File: src/rtl/updown_sweep_ctrl.sv
// Sweep sequencer for a 4-bit loadable up/down counter: walks q from start to end,
// optionally repeating or ping-ponging, then holds the counter on the final value.
module updown_sweep_ctrl #(
    parameter int WIDTH = 4,
    parameter int REP_W = 4
) (
    input  logic             clk,
    input  logic             rst,
    input  logic             cmd_valid,
    output logic             cmd_ready,
    input  logic [WIDTH-1:0] cmd_start,
    input  logic [WIDTH-1:0] cmd_end,
    input  logic [REP_W-1:0] cmd_repeat,
    input  logic             cmd_bounce,
    input  logic             cmd_abort,
    output logic             cnt_load,
    output logic             cnt_mode,
    output logic [WIDTH-1:0] cnt_in,
    input  logic [WIDTH-1:0] cnt_q,
    output logic             busy,
    output logic             done,
    output logic [REP_W-1:0] sweeps_left
);

    typedef enum logic [1:0] {IDLE, LOAD, RUN, DONE} state_t;

    state_t           state, state_nx;
    logic [WIDTH-1:0] cur_start, cur_start_nx;
    logic [WIDTH-1:0] cur_end, cur_end_nx;
    logic [WIDTH-1:0] hold_r, hold_nx;
    logic             dir, dir_nx;
    logic             bounce_r, bounce_nx;
    logic [REP_W-1:0] sweeps_nx;
    logic             accept;
    logic             hit;

    assign cmd_ready = (state == IDLE) & ~rst;
    assign accept    = cmd_valid & cmd_ready;
    assign hit       = (cnt_q == cur_end);

    always_ff @(posedge clk or posedge rst) begin
        if (rst) begin
            state       <= IDLE;
            cur_start   <= '0;
            cur_end     <= '0;
            hold_r      <= '0;
            dir         <= 1'b1;
            bounce_r    <= 1'b0;
            sweeps_left <= '0;
        end else begin
            state       <= state_nx;
            cur_start   <= cur_start_nx;
            cur_end     <= cur_end_nx;
            hold_r      <= hold_nx;
            dir         <= dir_nx;
            bounce_r    <= bounce_nx;
            sweeps_left <= sweeps_nx;
        end
    end

    // The counter never pauses, so every state except a free-running RUN cycle keeps it loaded.
    always_comb begin
        state_nx     = state;
        cur_start_nx = cur_start;
        cur_end_nx   = cur_end;
        hold_nx      = hold_r;
        dir_nx       = dir;
        bounce_nx    = bounce_r;
        sweeps_nx    = sweeps_left;
        cnt_load     = 1'b1;
        cnt_mode     = 1'b1;
        cnt_in       = hold_r;
        busy         = 1'b0;
        done         = 1'b0;

        case (state)
            IDLE: begin
                if (accept) begin
                    cur_start_nx = cmd_start;
                    cur_end_nx   = cmd_end;
                    dir_nx       = (cmd_end >= cmd_start);
                    sweeps_nx    = (cmd_repeat == '0) ? REP_W'(1) : cmd_repeat;
                    bounce_nx    = cmd_bounce;
                    state_nx     = LOAD;
                end
            end
            LOAD: begin
                busy     = 1'b1;
                cnt_mode = dir;
                if (cmd_abort) begin
                    cnt_in    = cnt_q;
                    hold_nx   = cnt_q;
                    sweeps_nx = '0;
                    state_nx  = DONE;
                end else begin
                    cnt_in   = cur_start;
                    state_nx = RUN;
                end
            end
            RUN: begin
                busy     = 1'b1;
                cnt_mode = dir;
                cnt_load = 1'b0;
                if (cmd_abort) begin
                    cnt_load  = 1'b1;
                    cnt_in    = cnt_q;
                    hold_nx   = cnt_q;
                    sweeps_nx = '0;
                    state_nx  = DONE;
                end else if (hit) begin
                    cnt_load = 1'b1;
                    if (sweeps_left > REP_W'(1)) begin
                        sweeps_nx = sweeps_left - REP_W'(1);
                        // Bounce reloads the end value so the turnaround shows twice on q.
                        if (bounce_r) begin
                            cnt_in       = cur_end;
                            cur_start_nx = cur_end;
                            cur_end_nx   = cur_start;
                            dir_nx       = ~dir;
                        end else begin
                            cnt_in = cur_start;
                        end
                    end else begin
                        cnt_in    = cur_end;
                        hold_nx   = cur_end;
                        sweeps_nx = '0;
                        state_nx  = DONE;
                    end
                end
            end
            DONE: begin
                done     = 1'b1;
                state_nx = IDLE;
            end
            default: state_nx = IDLE;
        endcase
    end

endmodule
File: config.mk
export PLATFORM = sky130hd
export DESIGN_NAME = updown_sweep_ctrl
export DESIGN_NICKNAME = d
export VERILOG_FILES = /design/src/rtl/updown_sweep_ctrl.sv
export SDC_FILE = /design/constraint.sdc
export NUM_CORES = 1
export LEC_CHECK = 0
export ABC_CLOCK_PERIOD_IN_PS = 2700
export CAP_MARGIN = 20
export CORE_ASPECT_RATIO = 0.9
export CORE_MARGIN = 4
export CORE_UTILIZATION = 50
export DETAILED_ROUTE_END_ITERATION = 10
export GPL_TIMING_DRIVEN = 1
export PLACE_DENSITY = 0.85
export SETUP_SLACK_MARGIN = 0.3
export SYNTH_ARGS = -nofsm -noshare
export SYNTH_HDL_FRONTEND = slang
export SYNTH_SLANG_ARGS = --single-unit
File: constraint.sdc
create_clock -name clk -period 2.7 [get_ports clk]
set_clock_uncertainty 0.2 [all_clocks]
set_input_delay 0.54 -clock clk [delete_from_list [all_inputs] [get_ports clk]]
set_output_delay 0.54 -clock clk [all_outputs]
set_load 0.02 [all_outputs]
==> results of run 1 <==
path summary, 6_finish.rpt:
check                               startpoint  slack, ns  depth (start not counted)        endpoint
max in group asynchronous                  rst       1.36                          3  sweeps_left[1]
worst max-delay path            sweeps_left[1]      -0.31                          9       cnt_in[2]
worst max register to register      cur_end[2]       0.28                          7        state[0]
worst min-delay path                 hold_r[3]       0.35                          1       hold_r[3]
min in group asynchronous                  rst       0.38                          2        bounce_r
worst min register to register       hold_r[3]       0.35                          1       hold_r[3]
what timing repair did:
action                     CTS  global route
resized for setup           53            23
setup endpoints to repair   27            24
pin swaps                   12             6
cloned                       0             0
setup buffers                2             6
cells in the mapped netlist, types with 4 or more instances:
cell / n / share of area
dfrtp_1: 19 / 0.30
a22o_1: 4 / 0.022
xor2_1: 4 / 0.022
mux2_2: 7 / 0.050
inv_1: 14 / 0.033
nand2_1: 7 / 0.017
mux2i_1: 5 / 0.032
a2bb2oi_1: 4 / 0.022
nor2_1: 7 / 0.017
o21ai_0: 13 / 0.041
a21oi_1: 5 / 0.016
a32oi_1: 4 / 0.022
o22a_1: 9 / 0.050
nand2b_1: 5 / 0.020
clkbuf_1: 4 / 0.0096
mux2_4: 4 / 0.038
ha_1: 12 / 0.096
registers in the layout (all words and copies together), names as in the netlist:
register	count
bounce_r	1
cur_end	4
cur_start	4
dir	1
hold_r	4
state	2
sweeps_left	4
critical path, delay by kind of cell (launching register included):
| kind | cells | cell delay (ns) |
|---|---|---|
| mux | 1 | 0.24 |
| compound gates | 3 | 0.54 |
| fa+ha+maj | 1 | 0.17 |
| flops | 1 | 0.41 |
| simple gates | 1 | 0.25 |
| buf+inv | 3 | 0.36 |
metal layers:
layer,vias up,global-route usage,part of all wire
li1,734,-,-
met1,821,0.299,0.37
met2,93,0.464,0.51
met3,22,0.0785,0.077
met4,0,0.0954,0.043
met5,-,0,0
logic make-up after synthesis:
family / synth area share
flip-flops: 0.320
buffers and inverters: 0.0462
AO/OA/AOI/OAI: 0.264
AND/OR/NAND/NOR: 0.132
multiplexers: 0.120
XOR/XNOR: 0.0223
adder cells (fa/ha/maj): 0.0956
metrics by stage:
stage / cells / power [mW]
after global placement: 260 / 2.66
final: 272 / 3.47
after floorplan: 163 / 1.97
after detailed placement: 260 / 2.77
after global routing: 272 / 3.65
after CTS: 266 / 3.11
power breakdown:
group          internal [mW]  switching (mW)
Sequential             0.459           0.179
Combinational           1.34            1.32
Clock                 0.0825          0.0962
Total                   1.88            1.59
cell type report:
| cell class | instances | share of cell area |
|---|---|---|
| multi-input combinational | 124 | 0.490 |
| clock buffer | 4 | 0.0148 |
| timing repair buffer | 68 | 0.246 |
| sequential | 20 | 0.206 |
| tap | 42 | 0.0214 |
| inverter | 14 | 0.0224 |
placed cells by master, fill, tap and decap left out, types with 7 or more instances in the layout:
cell type / netlist / routed
nor2_1: 7 / 7
buf_4: 0 / 31
o21ai_0: 13 / 9
inv_1: 14 / 11
mux2_2: 7 / 7
dfrtp_1: 19 / 17
o22a_1: 9 / 9
buf_6: 0 / 9
clkdlybuf4s50_1: 0 / 19
ha_1: 12 / 8
==> out/metrics.json, run 1 <==
{
  "die_y_um": 61.2,
  "grt_setup_unrepaired": "true",
  "first_global_vias": 1634,
  "finalHoldViolations": 0,
  "count_of_pins_on_the_block_boundary": 34,
  "yosysWarningCount": 0,
  "syn2layout_area_growth_pct": 56.3,
  "lkg_pwr_nw": 1.09,
  "synth_enable_flop_cells": 0,
  "postSynthAreaPerCell_um2": 9.63,
  "powerDensity_mw_per_mm2": 1410,
  "timing.critical_path.cells": "inv_4 -> ha_2 -> or2_4 -> a21oi_4 -> buf_4 -> mux2i_4 -> o21ai_2 -> a22o_4 -> buf_6",
  "fin_hold_ws_ns": 0.354,
  "timing.critical_path.slowest_cell_delay_ns": 0.41,
  "grt_start_max_net_pins": 12,
  "final_min_period_over_clock_period": 1.11,
  "ys.flop_type": "dfrtp_1",
  "synth_fp_nets": 196,
  "critical-path-slowest-cell": "dfrtp_2",
  "wl_per_cell_um": 21.4,
  "worst-path-max-fanout": 4,
  "timing.max_slew.rel_slack": 0.710,
  "hold_buffers": 0,
  "clk_pin_slew_worst_paths_ns": 0.10,
  "cts_tree": "yes",
  "worst_setup_path_end_kind": "output pin",
  "post-route-worst-setup-slack_ns": -0.309,
  "netlist-cell-type-count": 39,
  "fillers": 195,
  "cts_bufs_inserted": 3,
  "vdd_drop_max_v": 0.00106,
  "first_drt_iteration_drcs": 138,
  "timing.max_cap.violations": 0,
  "count_of_final_max_slew_check_failures": 0,
  "grt_use_total": 0.261,
  "die_x_um": 67.1,
  "ys_seq_area_frac": 0.320,
  "clock_sinks": 20,
  "finalCriticalPeriod_ns": 3.01,
  "start_util": 0.516,
  "cp.required_ns": 1.96,
  "number_of_i_o_port_buffers": 33,
  "route.detailed.drc": 0,
  "n_antenna_cell": 0,
  "via_count": 1670,
  "grt_antenna_before_repair": 0,
  "dr.pass1.iters": 4,
  "hold_path.class": "reg -> reg",
  "gp_routability_congestion": 0.869,
  "post-place-ws_ns": -0.934,
  "postRouteAntennaNets": 0,
  "route.final.wire_length_um": 5810,
  "clock.fmax_mhz": 332,
  "synth_area_mm2": 0.00157,
  "worst_setup_path_start_kind": "register",
  "register_area_um2": 504,
  "design.final.nets": 264,
  "via_density_per_instance": 6.14,
  "grt_pass1_wl_um": 7900,
  "share_of_final_layout_standard_cells_stronger_than_drive_strength_1": 0.413,
  "placementRows": 19,
  "failed_checks": "negative setup slack",
  "final_cell_area_mm2": 0.00245,
  "clockBufferDepth": 2,
  "ffs_w_async_s_r_synth": 1.00,
  "gr-total-overflow": 0,
  "final_util": 0.806,
  "setup_total_negative_slack_ns": -1.14,
  "fp.dieArea_mm2": 0.00410,
  "htreeDepth": 1,
  "setup-violations-final": 4,
  "dp_hpwl_um": 3780,
  "core-area_mm2": 0.00304,
  "area_occupied_by_multi_input_gates_mm2": 0.00120,
  "outcome": "finished, violations left",
  "synthesized_instance_count": 163,
  "postPlaceCellArea_mm2": 0.00221,
  "worst-setup-path-type": "reg -> out",
  "arrival_time_worst_endpoint_ns": 2.27,
  "ctsRootBufferMaster": "clkbuf_4",
  "max_slew.worst_pin.slew_ns": 0.435,
  "synth.ff_latch_count": 20,
  "clock_latency_ns": 0.32
}
Note: power is estimated with default switching activity, not from simulation.
==> inputs of run 2 (changes only) <==
- MAX_ROUTING_LAYER: unset -> met4
- SETUP_SLACK_MARGIN: 0.3 -> 0.2
- SKIP_LAST_GASP: unset -> 1
==> run 2 against run 1 <==
Net effect: the run still ends with negative setup slack left; clock power increased by 8%; total power decreased by 5.0%; count of clock-buffer cells in the layout unchanged; worst setup slack improved by 0.049 ns; combinational power decreased by 5%; final cell count increased by 1.1%; critical path type unchanged; critical path depth unchanged; wire length decreased by 12%; first-iteration DRC count decreased by 20%; register-to-register slack about the same; hold slack improved by 0.0038 ns.
==> out/metrics.json, run 2 (synthesis gave the netlist of run 1 again) <==
{
  "fillers": 222,
  "start_util": 0.516,
  "die_x_um": 67.1,
  "timing.reg2reg.setup_slack_ns": 0.27,
  "first_global_vias": 1702,
  "clock_sinks": 20,
  "timing.max_cap.violations": 0,
  "vdd_drop_max_v": 0.00105,
  "hold_buffers": 0,
  "syn2layout_area_growth_pct": 52.4,
  "setup-violations-final": 4,
  "timing.critical_path.slowest_cell_delay_ns": 0.39,
  "critical-path-top-cell-by-count": "buf_6",
  "failed_checks": "negative setup slack",
  "post-route-worst-setup-slack_ns": -0.260,
  "critical_path_buf_inv_count": 3,
  "route.detailed.drc": 0,
  "max_slew.worst_pin.slew_ns": 0.790,
  "first_drt_iteration_drcs": 111,
  "final-instance-count-excl-fill": 275,
  "via_count": 1623,
  "cts_bufs_inserted": 3,
  "cpLargestDelayFamily": "compound AO/OA/AOI/OAI gates",
  "finalHoldViolations": 0,
  "postRouteAntennaNets": 0,
  "register_area_um2": 504,
  "dp_hpwl_um": 3640,
  "die_y_um": 61.2,
  "ctsRootBufferMaster": "clkbuf_4",
  "route.final.wire_length_um": 5110,
  "grt_antenna_before_repair": 0,
  "n_antenna_cell": 0,
  "grt_setup_unrepaired": "true",
  "cts_tree": "yes",
  "arrival_time_worst_endpoint_ns": 2.22,
  "grt_start_max_net_pins": 21,
  "via_density_per_instance": 5.90,
  "final_cell_area_mm2": 0.00239,
  "worst_setup_path_end_kind": "output pin",
  "number_of_i_o_port_buffers": 33,
  "worst_setup_path_start_kind": "register",
  "lkg_pwr_nw": 1.08,
  "finalCriticalPeriod_ns": 2.96,
  "hold_path.class": "reg -> reg",
  "final_common_cell": "buf_4",
  "clock_latency_ns": 0.33,
  "clock.fmax_mhz": 338,
  "timing.critical_path.cells": "inv_2 -> ha_4 -> or2_4 -> a21oi_4 -> buf_6 -> mux2i_2 -> o21ai_2 -> a22o_4 -> buf_6",
  "outcome": "finished, violations left",
  "most-common-layout-cells": "buf_4, clkdlybuf4s50_1, dfrtp_1, inv_1",
  "powerDensity_mw_per_mm2": 1380,
  "hold_start": "hold_r[2]",
  "final_min_period_over_clock_period": 1.10,
  "htreeDepth": 1,
  "fp.dieArea_mm2": 0.00410,
  "cp.required_ns": 1.96,
  "worst-setup-path-type": "reg -> out",
  "core-area_mm2": 0.00304,
  "r2r_start": "state[0]",
  "dr.pass1.iters": 4,
  "share_of_final_layout_standard_cells_stronger_than_drive_strength_1": 0.373,
  "worst-path-max-fanout": 3,
  "grt_use_total": 0.277,
  "gp_routability_congestion": 0.968,
  "placedCellCount": 267,
  "clk_pin_slew_worst_paths_ns": 0.12,
  "gr-total-overflow": 0,
  "wl_per_cell_um": 18.6,
  "count_of_pins_on_the_block_boundary": 34,
  "grt_pass1_wl_um": 8130,
  "design.final.nets": 267,
  "area_occupied_by_multi_input_gates_mm2": 0.00112,
  "postPlaceCellArea_mm2": 0.00224,
  "clockBufferDepth": 2,
  "critical-path-slowest-cell": "dfrtp_2",
  "timing.max_slew.rel_slack": 0.473,
  "count_of_final_max_slew_check_failures": 0,
  "placementRows": 19,
  "critical_path_startpoint": "sweeps_left[1]"
}
==> run 2: changes by cell type in the layout (fill, tap and decap cells not counted), sizes merged <==
| cell | delta |
|---|---|
| buf | +4 |
| clkbuf | -2 |
| clkdlybuf4s15 | +3 |
| clkdlybuf4s50 | +1 |
| dlygate4sd2 | -1 |
| dlymetal6s2s | -2 |
==> run 2: cell type report <==
type,instances,share of cell area
inverters,14,0.0220
clock buffers,4,0.0152
multi-input cells,124,0.467
well taps,42,0.0220
flip-flops and latches,20,0.211
repair buffers,71,0.263
==> run 2: through the flow <==
step                hold slack (ns)  setup slack, ns  setup TNS, ns  power [mW]   util
global route                  0.378           -0.346          -1.15        3.49  0.786
finish                        0.358           -0.260         -0.789        3.30  0.786
CTS                           0.359           -0.224         -0.787        3.19  0.780
floorplan                     0.303            0.202              0        1.93      -
detailed placement            0.329           -0.746          -4.14        2.82  0.737
global placement              0.320           -0.621          -2.93        2.72  0.737
==> run 2: what timing repair did <==
item	CTS	global route
resized for setup	66	3
pin swaps	13	3
buffers inserted	4	0
gates cloned	0	0
endpoints found under the setup margin	8	8
==> run 2: path summary, 6_finish.rpt <==
path | depth (start not counted) | endpoint
worst max-delay path | 9 | cnt_in[2]
worst min-delay path | 1 | hold_r[2]
worst max register to register | 9 | sweeps_left[0]
worst min register to register | 1 | hold_r[2]
max in group asynchronous | 2 | sweeps_left[1]
min in group asynchronous | 2 | cur_start[2]
==> run 2: layer usage <==
layer / part of all wire / GRT usage
met1: 0.41 / 0.326
met2: 0.50 / 0.464
met3: 0.056 / 0.0401
met4: 0.034 / 0.142
met5: 0 / -
==> run 2: where the power goes <==
part           internal, mW  switching [mW]
clock                0.0827           0.110
sequential            0.459           0.131
combinational          1.31            1.21
